[src/rtl/acl_pkg.sv]
// Shared definitions for the accelerometer sampler: ADXL362 command bytes,
// SPI frame layouts, acl_data field positions and the FSM state encodings.
package acl_pkg;

  // ADXL362 register map subset
  localparam logic [7:0] CMD_WRITE     = 8'h0A;
  localparam logic [7:0] CMD_READ      = 8'h0B;
  localparam logic [7:0] REG_POWER_CTL = 8'h2D;
  localparam logic [7:0] REG_XDATA     = 8'h08;
  localparam logic [7:0] PWR_MEASURE   = 8'h02;

  // SPI frame geometry; frames are MSB-aligned in a FRAME_W register
  localparam int unsigned FRAME_W   = 40;
  localparam int unsigned BITS_W    = 6;
  localparam int unsigned CFG_BITS  = 24;
  localparam int unsigned READ_BITS = 40;

  localparam logic [FRAME_W-1:0] CFG_FRAME  = {CMD_WRITE, REG_POWER_CTL, PWR_MEASURE, 16'h0000};
  localparam logic [FRAME_W-1:0] READ_FRAME = {CMD_READ, REG_XDATA, 24'h000000};

  // Raw axis byte MSB positions inside the received READ frame
  localparam int unsigned X_RAW_MSB = 23;
  localparam int unsigned Y_RAW_MSB = 15;
  localparam int unsigned Z_RAW_MSB = 7;

  // acl_data layout: {X[4:0], Y[4:0], Z[4:0]}
  localparam int unsigned ACL_W   = 15;
  localparam int unsigned FIELD_W = 5;
  localparam int unsigned X_LSB   = 10;
  localparam int unsigned Y_LSB   = 5;
  localparam int unsigned Z_LSB   = 0;

  typedef enum logic [2:0] {
    ST_POWERUP,
    ST_CFG,
    ST_GAP_CFG,
    ST_READ,
    ST_UPDATE,
    ST_WAIT
  } acl_state_e;

  typedef enum logic [1:0] {
    SPI_IDLE,
    SPI_LOW,
    SPI_HIGH,
    SPI_TAIL
  } spi_state_e;

endpackage

[src/rtl/acl_spi_sampler_if.sv]
// Sensor-side bus of the sampler: SPI pins plus the packed sample output.
//   sclk, mosi, cs_n : SPI mode 0 master outputs
//   miso             : SPI data from the sensor
//   acl_data         : {X[4:0], Y[4:0], Z[4:0]} signed fields
//   data_valid       : one-cycle pulse when acl_data updates
interface acl_spi_sampler_if;
  import acl_pkg::*;

  logic             sclk;
  logic             mosi;
  logic             miso;
  logic             cs_n;
  logic [ACL_W-1:0] acl_data;
  logic             data_valid;

  modport master (
    output sclk, mosi, cs_n, acl_data, data_valid,
    input  miso
  );

  modport slave (
    input  sclk, mosi, cs_n, acl_data, data_valid,
    output miso
  );
endinterface

[src/rtl/spi_shift_engine.sv]
// SPI mode 0 master shifter. On a start pulse it drops cs_n, shifts out
// n_bits of tx_data MSB first (tx_data is MSB-aligned), captures miso on
// every sclk rise, raises cs_n CLK_DIV_HALF clocks after the last fall and
// pulses done on that same edge.
//   clk, rst_n      : system clock, synchronous active-low reset
//   start           : begin a frame (ignored while busy)
//   tx_data, n_bits : frame to send and its length (1..40)
//   miso            : serial input
//   sclk, cs_n, mosi: SPI pins
//   busy, done      : frame in progress / frame finished pulse
//   rx_data         : received bits, last bit in rx_data[0]
module spi_shift_engine
  import acl_pkg::*;
#(
  parameter int unsigned CLK_DIV_HALF = 50
) (
  input  logic               clk,
  input  logic               rst_n,
  input  logic               start,
  input  logic [FRAME_W-1:0] tx_data,
  input  logic [BITS_W-1:0]  n_bits,
  input  logic               miso,
  output logic               sclk,
  output logic               cs_n,
  output logic               mosi,
  output logic               busy,
  output logic               done,
  output logic [FRAME_W-1:0] rx_data
);

  localparam int unsigned DIV_W    = (CLK_DIV_HALF > 1) ? $clog2(CLK_DIV_HALF) : 1;
  localparam int unsigned DIV_LAST = (CLK_DIV_HALF > 0) ? CLK_DIV_HALF - 1 : 0;

  spi_state_e         state_q, state_d;
  logic [DIV_W-1:0]   div_q, div_d;
  logic [BITS_W-1:0]  bits_q, bits_d;
  logic [BITS_W-1:0]  len_q, len_d;
  logic [FRAME_W-1:0] shreg_q, shreg_d;
  logic [FRAME_W-1:0] rx_q, rx_d;
  logic               sclk_q, sclk_d;
  logic               cs_n_q, cs_n_d;
  logic               mosi_q, mosi_d;
  logic               done_q, done_d;
  logic               busy_q, busy_d;
  logic               div_end_c;

  assign div_end_c = (div_q == DIV_W'(DIV_LAST));

  // State and datapath registers
  always_ff @(posedge clk) begin
    if (!rst_n) begin
      state_q <= SPI_IDLE;
      div_q   <= '0;
      bits_q  <= '0;
      len_q   <= '0;
      shreg_q <= '0;
      rx_q    <= '0;
      sclk_q  <= 1'b0;
      cs_n_q  <= 1'b1;
      mosi_q  <= 1'b0;
      done_q  <= 1'b0;
      busy_q  <= 1'b0;
    end else begin
      state_q <= state_d;
      div_q   <= div_d;
      bits_q  <= bits_d;
      len_q   <= len_d;
      shreg_q <= shreg_d;
      rx_q    <= rx_d;
      sclk_q  <= sclk_d;
      cs_n_q  <= cs_n_d;
      mosi_q  <= mosi_d;
      done_q  <= done_d;
      busy_q  <= busy_d;
    end
  end

  // Half-period sequencing: LOW (lead-in or low phase), HIGH, TAIL (cs hold)
  always_comb begin
    state_d = state_q;
    div_d   = div_q;
    bits_d  = bits_q;
    len_d   = len_q;
    shreg_d = shreg_q;
    rx_d    = rx_q;
    sclk_d  = sclk_q;
    cs_n_d  = cs_n_q;
    mosi_d  = mosi_q;
    done_d  = 1'b0;

    case (state_q)
      SPI_IDLE: begin
        if (start) begin
          state_d = SPI_LOW;
          cs_n_d  = 1'b0;
          mosi_d  = tx_data[FRAME_W-1];
          shreg_d = {tx_data[FRAME_W-2:0], 1'b0};
          rx_d    = '0;
          bits_d  = '0;
          len_d   = n_bits;
          div_d   = '0;
        end
      end
      SPI_LOW: begin
        if (div_end_c) begin
          state_d = SPI_HIGH;
          sclk_d  = 1'b1;
          rx_d    = {rx_q[FRAME_W-2:0], miso};
          bits_d  = bits_q + 1'b1;
          div_d   = '0;
        end else begin
          div_d = div_q + 1'b1;
        end
      end
      SPI_HIGH: begin
        if (div_end_c) begin
          sclk_d = 1'b0;
          div_d  = '0;
          if (bits_q == len_q) begin
            state_d = SPI_TAIL;
          end else begin
            state_d = SPI_LOW;
            mosi_d  = shreg_q[FRAME_W-1];
            shreg_d = {shreg_q[FRAME_W-2:0], 1'b0};
          end
        end else begin
          div_d = div_q + 1'b1;
        end
      end
      SPI_TAIL: begin
        if (div_end_c) begin
          state_d = SPI_IDLE;
          cs_n_d  = 1'b1;
          mosi_d  = 1'b0;
          done_d  = 1'b1;
          div_d   = '0;
        end else begin
          div_d = div_q + 1'b1;
        end
      end
      default: begin
        state_d = SPI_IDLE;
        sclk_d  = 1'b0;
        cs_n_d  = 1'b1;
      end
    endcase

    busy_d = (state_d != SPI_IDLE);
  end

  assign sclk    = sclk_q;
  assign cs_n    = cs_n_q;
  assign mosi    = mosi_q;
  assign busy    = busy_q;
  assign done    = done_q;
  assign rx_data = rx_q;

endmodule

[src/rtl/acl_spi_sampler.sv]
// ADXL362 sampler: waits for sensor power-up, writes POWER_CTL once, then
// burst-reads XDATA/YDATA/ZDATA every SAMPLE_PERIOD clocks and publishes
// the top five bits of each axis as a signed field of acl_data.
//   clk, rst_n : system clock, synchronous active-low reset
//   bus        : SPI pins (sclk, mosi, miso, cs_n), acl_data, data_valid
module acl_spi_sampler
  import acl_pkg::*;
#(
  parameter int unsigned CLK_DIV_HALF  = 50,
  parameter int unsigned POWERUP_WAIT  = 1_000_000,
  parameter int unsigned SAMPLE_PERIOD = 10_000_000,
  parameter int unsigned CS_GAP        = 100
) (
  input  logic              clk,
  input  logic              rst_n,
  acl_spi_sampler_if.master bus
);

  localparam int unsigned CNT_MAX  = (POWERUP_WAIT > CS_GAP) ? POWERUP_WAIT : CS_GAP;
  localparam int unsigned CNT_W    = (CNT_MAX > 1) ? $clog2(CNT_MAX) : 1;
  localparam int unsigned PER_W    = (SAMPLE_PERIOD > 1) ? $clog2(SAMPLE_PERIOD) : 1;
  localparam int unsigned PU_LAST  = (POWERUP_WAIT > 0) ? POWERUP_WAIT - 1 : 0;
  localparam int unsigned GAP_LAST = (CS_GAP > 0) ? CS_GAP - 1 : 0;
  localparam int unsigned PER_LAST = (SAMPLE_PERIOD > 0) ? SAMPLE_PERIOD - 1 : 0;

  acl_state_e         state_q, state_d;
  logic [CNT_W-1:0]   cnt_q, cnt_d;
  logic [PER_W-1:0]   period_q, period_d;
  logic               start_q, start_d;
  logic [ACL_W-1:0]   acl_q, acl_d;
  logic               valid_q, valid_d;

  logic [FRAME_W-1:0] spi_tx;
  logic [BITS_W-1:0]  spi_bits;
  logic [FRAME_W-1:0] spi_rx;
  logic               spi_busy;
  logic               spi_done;
  logic               spi_sclk;
  logic               spi_cs_n;
  logic               spi_mosi;
  logic               unused_rx;

  // Frame selection follows the state the start pulse was issued for
  assign spi_tx   = (state_q == ST_CFG) ? CFG_FRAME : READ_FRAME;
  assign spi_bits = (state_q == ST_CFG) ? BITS_W'(CFG_BITS) : BITS_W'(READ_BITS);

  spi_shift_engine #(
    .CLK_DIV_HALF (CLK_DIV_HALF)
  ) u_spi (
    .clk     (clk),
    .rst_n   (rst_n),
    .start   (start_q),
    .tx_data (spi_tx),
    .n_bits  (spi_bits),
    .miso    (bus.miso),
    .sclk    (spi_sclk),
    .cs_n    (spi_cs_n),
    .mosi    (spi_mosi),
    .busy    (spi_busy),
    .done    (spi_done),
    .rx_data (spi_rx)
  );

  // Command echo bytes and the low three bits of each axis are discarded
  assign unused_rx = ^{spi_rx[FRAME_W-1:X_RAW_MSB+1],
                       spi_rx[X_RAW_MSB-FIELD_W:Y_RAW_MSB+1],
                       spi_rx[Y_RAW_MSB-FIELD_W:Z_RAW_MSB+1],
                       spi_rx[Z_RAW_MSB-FIELD_W:0]};

  // State, timers and output registers
  always_ff @(posedge clk) begin
    if (!rst_n) begin
      state_q  <= ST_POWERUP;
      cnt_q    <= '0;
      period_q <= '0;
      start_q  <= 1'b0;
      acl_q    <= '0;
      valid_q  <= 1'b0;
    end else begin
      state_q  <= state_d;
      cnt_q    <= cnt_d;
      period_q <= period_d;
      start_q  <= start_d;
      acl_q    <= acl_d;
      valid_q  <= valid_d;
    end
  end

  // Sequencing; period_q counts from the clock a READ is launched and
  // saturates so an overlong transaction only delays the next READ by CS_GAP
  always_comb begin
    state_d  = state_q;
    cnt_d    = cnt_q;
    start_d  = 1'b0;
    acl_d    = acl_q;
    valid_d  = 1'b0;
    period_d = (period_q == PER_W'(PER_LAST)) ? period_q : period_q + 1'b1;

    case (state_q)
      ST_POWERUP: begin
        if (cnt_q >= CNT_W'(PU_LAST)) begin
          state_d = ST_CFG;
          start_d = 1'b1;
          cnt_d   = '0;
        end else begin
          cnt_d = cnt_q + 1'b1;
        end
      end
      ST_CFG: begin
        if (spi_done) begin
          state_d = ST_GAP_CFG;
          cnt_d   = '0;
        end
      end
      ST_GAP_CFG: begin
        if (cnt_q >= CNT_W'(GAP_LAST)) begin
          state_d  = ST_READ;
          start_d  = 1'b1;
          period_d = '0;
          cnt_d    = '0;
        end else begin
          cnt_d = cnt_q + 1'b1;
        end
      end
      ST_READ: begin
        // acl_data/data_valid register on the edge that enters UPDATE
        if (spi_done) begin
          state_d = ST_UPDATE;
          valid_d = 1'b1;
          acl_d[X_LSB +: FIELD_W] = spi_rx[X_RAW_MSB -: FIELD_W];
          acl_d[Y_LSB +: FIELD_W] = spi_rx[Y_RAW_MSB -: FIELD_W];
          acl_d[Z_LSB +: FIELD_W] = spi_rx[Z_RAW_MSB -: FIELD_W];
        end
      end
      ST_UPDATE: begin
        state_d = ST_WAIT;
        cnt_d   = '0;
      end
      ST_WAIT: begin
        if (cnt_q < CNT_W'(GAP_LAST)) begin
          cnt_d = cnt_q + 1'b1;
        end
        if ((cnt_q >= CNT_W'(GAP_LAST)) && (period_q == PER_W'(PER_LAST)) && !spi_busy) begin
          state_d  = ST_READ;
          start_d  = 1'b1;
          period_d = '0;
          cnt_d    = '0;
        end
      end
      default: begin
        state_d = ST_POWERUP;
        cnt_d   = '0;
      end
    endcase
  end

  assign bus.sclk       = spi_sclk;
  assign bus.cs_n       = spi_cs_n;
  assign bus.mosi       = spi_mosi;
  assign bus.acl_data   = acl_q;
  assign bus.data_valid = valid_q;

endmodule
[src/flat_wrapper.sv]
// flat-port wrapper written by rule: the top's interface ports become plain ports
module acl_spi_sampler_flat import acl_pkg::*;
#(
  parameter int unsigned CLK_DIV_HALF  = 50,
  parameter int unsigned POWERUP_WAIT  = 1_000_000,
  parameter int unsigned SAMPLE_PERIOD = 10_000_000,
  parameter int unsigned CS_GAP        = 100
)
  (clk, rst_n, bus_sclk, bus_mosi, bus_cs_n, bus_acl_data, bus_data_valid, bus_miso);
  acl_spi_sampler_if bus_i ();
  input  logic clk;
  input  logic rst_n;
  output wire logic [$bits(bus_i.sclk)-1:0] bus_sclk;
  output wire logic [$bits(bus_i.mosi)-1:0] bus_mosi;
  output wire logic [$bits(bus_i.cs_n)-1:0] bus_cs_n;
  output wire logic [$bits(bus_i.acl_data)-1:0] bus_acl_data;
  output wire logic [$bits(bus_i.data_valid)-1:0] bus_data_valid;
  input wire logic [$bits(bus_i.miso)-1:0] bus_miso;
  assign bus_sclk = bus_i.sclk;
  assign bus_mosi = bus_i.mosi;
  assign bus_cs_n = bus_i.cs_n;
  assign bus_acl_data = bus_i.acl_data;
  assign bus_data_valid = bus_i.data_valid;
  assign bus_i.miso = bus_miso;
  acl_spi_sampler #(.CLK_DIV_HALF(CLK_DIV_HALF), .POWERUP_WAIT(POWERUP_WAIT), .SAMPLE_PERIOD(SAMPLE_PERIOD), .CS_GAP(CS_GAP)) u_core (.clk(clk), .rst_n(rst_n), .bus(bus_i));
endmodule
[config.mk]
export PLATFORM = sky130hd
export DESIGN_NAME = acl_spi_sampler_flat
export DESIGN_NICKNAME = d
export VERILOG_FILES = /design/src/rtl/acl_pkg.sv /design/src/rtl/acl_spi_sampler_if.sv /design/src/rtl/spi_shift_engine.sv /design/src/rtl/acl_spi_sampler.sv /design/src/flat_wrapper.sv
export SDC_FILE = /design/constraint.sdc
export NUM_CORES = 1
export LEC_CHECK = 0
export BUFFER_PORTS_ARGS = -buffer_cell sky130_fd_sc_hd__buf_4
export CORE_MARGIN = 4
export CORE_UTILIZATION = 29
export DETAILED_ROUTE_END_ITERATION = 8
export SYNTH_ARGS = -nofsm -noshare
export SYNTH_HDL_FRONTEND = slang
export SYNTH_SLANG_ARGS = --single-unit
export TNS_END_PERCENT = 10
[constraint.sdc]
create_clock -name clk -period 2.6 [get_ports clk]
set_input_delay 0.52 -clock clk [delete_from_list [all_inputs] [get_ports clk]]
set_output_delay 0.52 -clock clk [all_outputs]
set_load 0.05 [all_outputs]
==> out/summary.txt, run 1 <==
total length of routed wires: 12.4 mm
HPWL after DPL: 7.79 mm
Ys Warns: 0
post-detailed-route via-to-cell ratio: 4.85
family with the most delay on the worst path: simple AND/OR/NAND/NOR gates
maximum clock path buffer count: 2
Initial Utilization: 29.6%
Wirelength per Cell: 12.3 um
number of placement rows: 51
required time worst endpoint: 2900 ps
width of the die: 149 um
number of buffers added by the clock tree synthesis step: 17
peak per-stage delay on the critical path: 580 ps
Clock Skews: 8.96 ps
endpoint type of the worst setup path: flop
final hold viol count: 0
dominant register cell in the synthesized netlist: sky130_fd_sc_hd__dfxtp_1
Crit path arrival time: 2730 ps
setup_tns: 0 ps
P&R area growth vs syn: 17.0%
post-CTS setup buffers: 0
number of clock sinks seen by CTS: 132
unique cell type count in the Yosys netlist: 57
Core Region: 0.0195 sq mm
Async SR Flop Fraction: 0%
CP Buf/Inv Count: 1
pins over their slew limit: 0
final critical-path share of the clock period: 93.3%
largest net degree at the start of global routing: 75
total number of vias: 4899
number of top-level pins: 22
buffer cell driving the clock tree root: sky130_fd_sc_hd__clkbuf_16
number of levels in the clock H-tree: 4
final net count: 742
DRT Pass-1 Iters: 4
outcome: finished, final reports clean
min-delay worst type: in -> reg
fraction of final layout cells with drive strength greater than 1: 10.1%
utilization after layout: 34.6%
Max-slew headroom: 53.0%
RePlAce Congestion: 0.803
post-CTS sizing: 0
leakage power: 2.35 nW
Antenna Cells: 0
worst slack after detailed placement: 192 ps
Critical Setup Path Class: reg -> reg
minimum period implied by the final worst setup slack: 2430 ps
# fillers: 2068
least setup slack across all paths after layout: 173 ps
Worst-path clk slew: 60 ps
synthesized netlist cell count: 722
kind of start point of the critical path: flop
number of enable flip-flop cells after synthesis: 0
# port buffers: 21
Global Route Usage Sum: 11.8%
critical path, cell by cell: or4b_1 > nor4_4 > a41oi_1 > a311o_1 > buf_4 > nand2_2 > o22ai_1
post-detailed-route DRC marker count: 0
sequential-to-total area share from yosys stat: 45.8%
Synth Register Bits: 132
Max-Cap Viols: 0
Hold-fix buffers, CTS: 0
initial detailed-routing violation count: 376
Post-Synthesis Mean Instance Area: 7.99 sq um
latest clock arrival within the worst-skew pair: 420 ps
slowest stage cell, crit path: sky130_fd_sc_hd__or4b_1
area of the mapped netlist: 0.00577 sq mm
Die Ht: 149 um
Peak supply drop: 502 uV
highest net fanout along the worst path: 30
Tightest Pin Transition: 700 ps
Power Density: 636 mW/mm^2
RSZ-0062 raised after global routing: false
clock tree from TritonCTS: yes
wire length of the first global-routing pass: 21.7 mm
total global routing overflow: 0
DRT antenna net count: 0
Synthesized Nets: 731
maximum operating frequency: 0.412 GHz
number of antenna violations at the first check in global routing: 0
overall die area: 0.0222 sq mm
number of global-route vias before repair: 4603
final setup fails: 0
-- through the flow --
stage	area (sq um)	hold slack, ps	std cells	power (W)
finish	6750	378	1010	0.00430
global route	6750	387	1010	0.00445
CTS	6750	357	1010	0.00436
detailed placement	6210	445	979	0.00216
global placement	6210	438	979	0.00216
floorplan	5770	432	722	0.00213
-- placed cells by master, fill, tap and decap left out, drive strengths merged, types with 3 or more instances in the layout --
master and n:
ha 6, buf 35, a31oi 3, and2 7, a211oi 3, nor2 65, inv 12, nor2b 10
and3 11, nand4b 3, nand3b 3, or3 13, a21oi 92, o22ai 10, nor4 5, clkinv 6
nand4 13, and3b 4, nand3 67, o21ai 15, nand2 124, clkbuf 22, a22oi 4, xor2 19
and4 8, xnor2 8, dfxtp 132, nor3 15
-- kinds of logic after synthesis --
kind of cell / after synthesis / share of synthesized area (%)
xor gates and xnor gates: 27 / 4.10
DFF: 132 / 45.8
muxes: 1 / 0.173
buffers and inverters: 55 / 3.82
AOI/OAI and AO/OA: 141 / 14.1
adders and majority gates: 6 / 1.30
and+or+nand+nor: 360 / 30.7
-- sequential cells by signal, summed over array words and instances (netlist names) --
signal,flops
u_core.period_q,24
u_core.u_spi.rx_data,24
u_core.u_spi.shreg_q,22
u_core.cnt_q,20
u_core.bus.acl_data,15
u_core.u_spi.bits_q,6
u_core.u_spi.div_q,6
u_core.state_q,3
u_core.u_spi.len_q,3
u_core.u_spi.state_q,2
u_core.bus.data_valid,1
u_core.start_q,1
u_core.u_spi.busy,1
u_core.u_spi.cs_n,1
u_core.u_spi.done,1
u_core.u_spi.mosi,1
u_core.u_spi.sclk,1
-- where the power goes --
part	internal (W)	switching (W)	total, W
combinational	0.0000195	0.0000509	0.0000704
sequential	0.00203	0.00000974	0.00204
clock	0.00133	0.000855	0.00218
-- cell usage after synthesis, types with 3 or more instances --
master / number / area [sq um]
sky130_fd_sc_hd__o21ai_1: 3 / 15.0
sky130_fd_sc_hd__and4_1: 8 / 70.1
sky130_fd_sc_hd__and3b_1: 4 / 35.0
sky130_fd_sc_hd__o21ai_0: 12 / 60.1
sky130_fd_sc_hd__or3_1: 13 / 81.3
sky130_fd_sc_hd__nand3b_1: 3 / 22.5
sky130_fd_sc_hd__and3_1: 11 / 68.8
sky130_fd_sc_hd__dfxtp_1: 132 / 2640
sky130_fd_sc_hd__nor3_1: 14 / 70.1
sky130_fd_sc_hd__xnor2_1: 8 / 70.1
sky130_fd_sc_hd__ha_1: 6 / 75.1
sky130_fd_sc_hd__clkbuf_1: 39 / 146
sky130_fd_sc_hd__nand3_1: 67 / 335
sky130_fd_sc_hd__a22oi_1: 4 / 30.0
sky130_fd_sc_hd__o22ai_1: 10 / 62.6
sky130_fd_sc_hd__nor2_1: 65 / 244
sky130_fd_sc_hd__nor4_1: 4 / 25.0
sky130_fd_sc_hd__nand4_1: 12 / 75.1
sky130_fd_sc_hd__inv_1: 12 / 45.0
sky130_fd_sc_hd__a31oi_1: 3 / 18.8
sky130_fd_sc_hd__and2_1: 7 / 43.8
sky130_fd_sc_hd__nand4b_1: 3 / 26.3
sky130_fd_sc_hd__nand2_1: 123 / 462
sky130_fd_sc_hd__a21oi_1: 92 / 460
sky130_fd_sc_hd__nor2b_1: 10 / 62.6
sky130_fd_sc_hd__xor2_1: 19 / 166
-- per-layer routing --
layer	GRT usage, %	vias up	part of all wire [%]
met3	3.07	15	2.8
met5	0	-	0
li1	-	2547	-
met2	18.8	51	45
met1	15.1	2286	50
met4	4.76	0	1.6
-- final cells by class --
cell class | count | area [sq um] | share of cell area (%)
Clock buffer | 22 | 454 | 6.73
Clock inverter | 9 | 82.6 | 1.22
Inverter | 12 | 45.0 | 0.667
Multi-Input combinational cell | 535 | 2920 | 43.3
Sequential cell | 132 | 2640 | 39.1
Tap cell | 265 | 332 | 4.91
Timing Repair Buffer | 35 | 275 | 4.08
-- worst register-to-register path, stage by stage, from the launching register on --
cell,delay (ps)
sky130_fd_sc_hd__dfxtp_1,350
sky130_fd_sc_hd__or4b_1,590
sky130_fd_sc_hd__nor4_4,280
sky130_fd_sc_hd__a41oi_1,170
sky130_fd_sc_hd__a311o_1,340
sky130_fd_sc_hd__buf_4,240
sky130_fd_sc_hd__nand2_2,240
sky130_fd_sc_hd__o22ai_1,120
-- path summary, 6_finish.rpt --
kind	start	endpoint	slack [ps]	cells after the start
hold reg to reg	u_core.u_spi.shreg_q[31]$_SDFFE_PN0P_	u_core.u_spi.shreg_q[32]$_SDFFE_PN0P_	450	2
setup / recovery	u_core.period_q[7]$_SDFF_PN0_	u_core.cnt_q[5]$_SDFFE_PN0P_	170	7
setup reg to reg	u_core.period_q[7]$_SDFF_PN0_	u_core.cnt_q[5]$_SDFFE_PN0P_	170	7
hold / removal	bus_miso	u_core.u_spi.rx_data[0]$_SDFFE_PN0P_	380	3
Power figures use the tool's default switching activity.
==> run 2: changes to the inputs <==
--- a/config.mk
+++ b/config.mk
@@ -9,6 +9,7 @@
 export CORE_MARGIN = 4
 export CORE_UTILIZATION = 29
 export DETAILED_ROUTE_END_ITERATION = 8
+export RECOVER_POWER = 100
 export SYNTH_ARGS = -nofsm -noshare
 export SYNTH_HDL_FRONTEND = slang
 export SYNTH_SLANG_ARGS = --single-unit
==> run 2 against run 1 <==
Clock power hardly changed. Combinational power down 2%. Fmax about the same. Sequential share of layout area increased by 0.51 points. Routed wire length down 0.19%. Global-route usage did not move. Count of clock-buffer cells in the layout is the same. Sequential cell count did not move. Clock skew barely moved. Hold slack worse by 2.3 ps. Via count decreased by 0.33%. Sequential power about the same.
==> out/summary.txt, run 2 (synthesized netlist as in run 1, its figures left out) <==
total global routing overflow: 0 (unchanged)
Max-Cap Viols: 0 (unchanged)
number of buffers added by the clock tree synthesis step: 17 (unchanged)
maximum clock path buffer count: 2 (unchanged)
DRT antenna net count: 0 (unchanged)
crit path to: u_core.cnt_q[5]$_SDFFE_PN0P_
leakage power: 2.26 nW (-3.9%)
largest net degree at the start of global routing: 75 (unchanged)
number of top-level pins: 22 (unchanged)
slowest stage cell, crit path: sky130_fd_sc_hd__or4b_1
endpoint type of the worst setup path: flop
overall die area: 0.0222 sq mm (unchanged)
fraction of final layout cells with drive strength greater than 1: 7.25% (-2.8 points)
number of antenna violations at the first check in global routing: 0 (unchanged)
Peak supply drop: 524 uV (+4.3%)
HPWL after DPL: 7.79 mm (unchanged)
maximum operating frequency: 0.412 GHz (about the same)
Clock Skews: 8.53 ps (-0.429 ps)
WP depth: 7 (unchanged)
number of levels in the clock H-tree: 4 (unchanged)
reg-to-reg critical path endpoint: u_core.cnt_q[5]$_SDFFE_PN0P_
CP Buf/Inv Count: 1 (unchanged)
final net count: 742 (unchanged)
highest net fanout along the worst path: 30 (unchanged)
initial detailed-routing violation count: 400 (+6.4%)
Power Density: 644 mW/mm^2 (+1.2%)
critical path, cell by cell: or4b_1 > nor4_4 > a41oi_1 > a311o_1 > buf_4 > nand2_2 > o22ai_1
pins over their slew limit: 0 (unchanged)
Wirelength per Cell: 12.3 um (-0.19%)
total number of vias: 4883 (-0.33%)
worst reg2reg setup slack: 170 ps (about the same)
switching pwr: 0.000915 W (-0.14%)
RSZ-0062 raised after global routing: false
DRT Pass-1 Iters: 5 (+1)
Antenna Cells: 0 (unchanged)
Die Ht: 149 um (unchanged)
Worst-path clk slew: 60 ps (about the same)
width of the die: 149 um (unchanged)
wire length of the first global-routing pass: 21.7 mm (unchanged)
latest clock arrival within the worst-skew pair: 420 ps (about the same)
clock tree from TritonCTS: yes
Tightest Pin Transition: 806 ps (+107 ps)
most common library cell in the layout ignoring fill and taps: sky130_fd_sc_hd__dfxtp_1
Crit path arrival time: 2730 ps (about the same)
Global Route Usage Sum: 11.8% (unchanged)
post-route total power: 0.00429 W (about the same)
post-detailed-route via-to-cell ratio: 4.83 (-0.33%)
Gate power share: 1.6% (about the same)
final hold viol count: 0 (unchanged)
post-CTS sizing: 0 (unchanged)
number of placement rows: 51 (unchanged)
Hold-fix buffers, CTS: 0 (unchanged)
proportion of total power due to net switching: 21.3% (about the same)
family with the most delay on the worst path: simple AND/OR/NAND/NOR gates
min-delay worst type: in -> reg
RePlAce Congestion: 0.803 (unchanged)
Clk pwr share: 50.8% (about the same)
number of global-route vias before repair: 4603 (unchanged)
# port buffers: 21 (unchanged)
final setup fails: 0 (unchanged)
beginning of the worst register-to-register path: u_core.period_q[7]$_SDFF_PN0_
final critical-path share of the clock period: 93.3% (about the same)
number of clock sinks seen by CTS: 132 (unchanged)
Worst Reg-to-Reg Cells: 7 (unchanged)
cell internal power dissipation: 0.00338 W (about the same)
required time worst endpoint: 2900 ps (about the same)
total length of routed wires: 12.4 mm (-0.19%)
critical path launch point: u_core.period_q[7]$_SDFF_PN0_
Initial Utilization: 29.6% (unchanged)
P&R area growth vs syn: 15.5%
post-detailed-route DRC marker count: 0 (unchanged)
setup_tns: 0 ps (unchanged)
register share of total power: 47.6% (about the same)
peak per-stage delay on the critical path: 580 ps (about the same)
final hold slack: 376 ps (-2.26 ps)
Max-slew headroom: 45.7% (-7.3 points)
minimum period implied by the final worst setup slack: 2430 ps (+0.0690 ps)
outcome: finished, final reports clean
kind of start point of the critical path: flop
most used cells in the layout excluding fill and tap cells: 132 x sky130_fd_sc_hd__dfxtp_1, 123 x sky130_fd_sc_hd__nand2_1, 91 x sky130_fd_sc_hd__a21oi_1, 67 x sky130_fd_sc_hd__nand3_1, 65 x sky130_fd_sc_hd__nor2_1
Critical Setup Path Class: reg -> reg
post-CTS setup buffers: 0 (unchanged)
buffer cell driving the clock tree root: sky130_fd_sc_hd__clkbuf_16
Core Region: 0.0195 sq mm (unchanged)
[run 2: changes by cell type in the layout (fill, tap and decap cells not counted), sizes merged]
cell,before,now
buf,35,11
clkbuf,22,46
[run 2: layout make-up]
type / count / area (sq um)
Fill cell: 2085 / 12900
Multi-Input combinational cell: 535 / 2920
Sequential cell: 132 / 2640
Clock buffer: 22 / 454
Tap cell: 265 / 332
Timing Repair Buffer: 35 / 189
Clock inverter: 9 / 82.6
Inverter: 12 / 45.0
[run 2: through the flow]
stage | setup slack (ps) | cells | utilization [%] | instance area [sq um]
2_1_floorplan | 477 | 722 | - | 5770
3_3_place_gp | 246 | 979 | 31.8 | 6210
3_5_place_dp | 192 | 979 | 31.8 | 6210
4_1_cts | 175 | 1010 | 34.6 | 6750
5_1_grt | 31.8 | 1010 | 34.1 | 6670
6_report | 173 | 1010 | 34.1 | 6670
[run 2: layer usage]
layer,track usage (%),up-vias,share of wire (%)
met5,0,-,0
met4,4.76,0,1.6
met3,3.07,16,2.8
met2,18.8,47,46
met1,15.1,2280,49
li1,-,2540,-
[run 2: power groups by stage]
stage	combinational, W	sequential (W)	clock [W]
3_5_place_dp	0.0000714	0.00209	0
4_1_cts	0.0000719	0.00204	0.00225
5_1_grt	0.0000771	0.00204	0.00233
6_report	0.0000687	0.00204	0.00218
3_3_place_gp	0.0000719	0.00209	0
2_1_floorplan	0.0000454	0.00209	0
[run 2: worst min path at each step]
| stage | slack (ps) | endpoint | start | cells after the start |
|---|---|---|---|---|
| after floorplan | 430 | u_core.u_spi.shreg_q[31]$_SDFFE_PN0P_ | u_core.u_spi.shreg_q[30]$_SDFFE_PN0P_ | 2 |
| after global placement | 440 | u_core.u_spi.shreg_q[32]$_SDFFE_PN0P_ | u_core.u_spi.shreg_q[31]$_SDFFE_PN0P_ | 2 |
| after detailed placement | 440 | u_core.u_spi.rx_data[16]$_SDFFE_PN0P_ | u_core.u_spi.rx_data[16]$_SDFFE_PN0P_ | 2 |
| after CTS | 360 | u_core.u_spi.rx_data[0]$_SDFFE_PN0P_ | bus_miso | 3 |
| after global routing | 390 | u_core.u_spi.rx_data[0]$_SDFFE_PN0P_ | bus_miso | 3 |
| final | 380 | u_core.u_spi.rx_data[0]$_SDFFE_PN0P_ | bus_miso | 3 |
[run 2: worst reg2reg max path, stage by stage (launching register included)]
cell                      delay, ps
sky130_fd_sc_hd__dfxtp_1        350
sky130_fd_sc_hd__or4b_1         580
sky130_fd_sc_hd__nor4_4         290
sky130_fd_sc_hd__a41oi_1        170
sky130_fd_sc_hd__a311o_1        340
sky130_fd_sc_hd__buf_4          240
sky130_fd_sc_hd__nand2_2        240
sky130_fd_sc_hd__o22ai_1        120
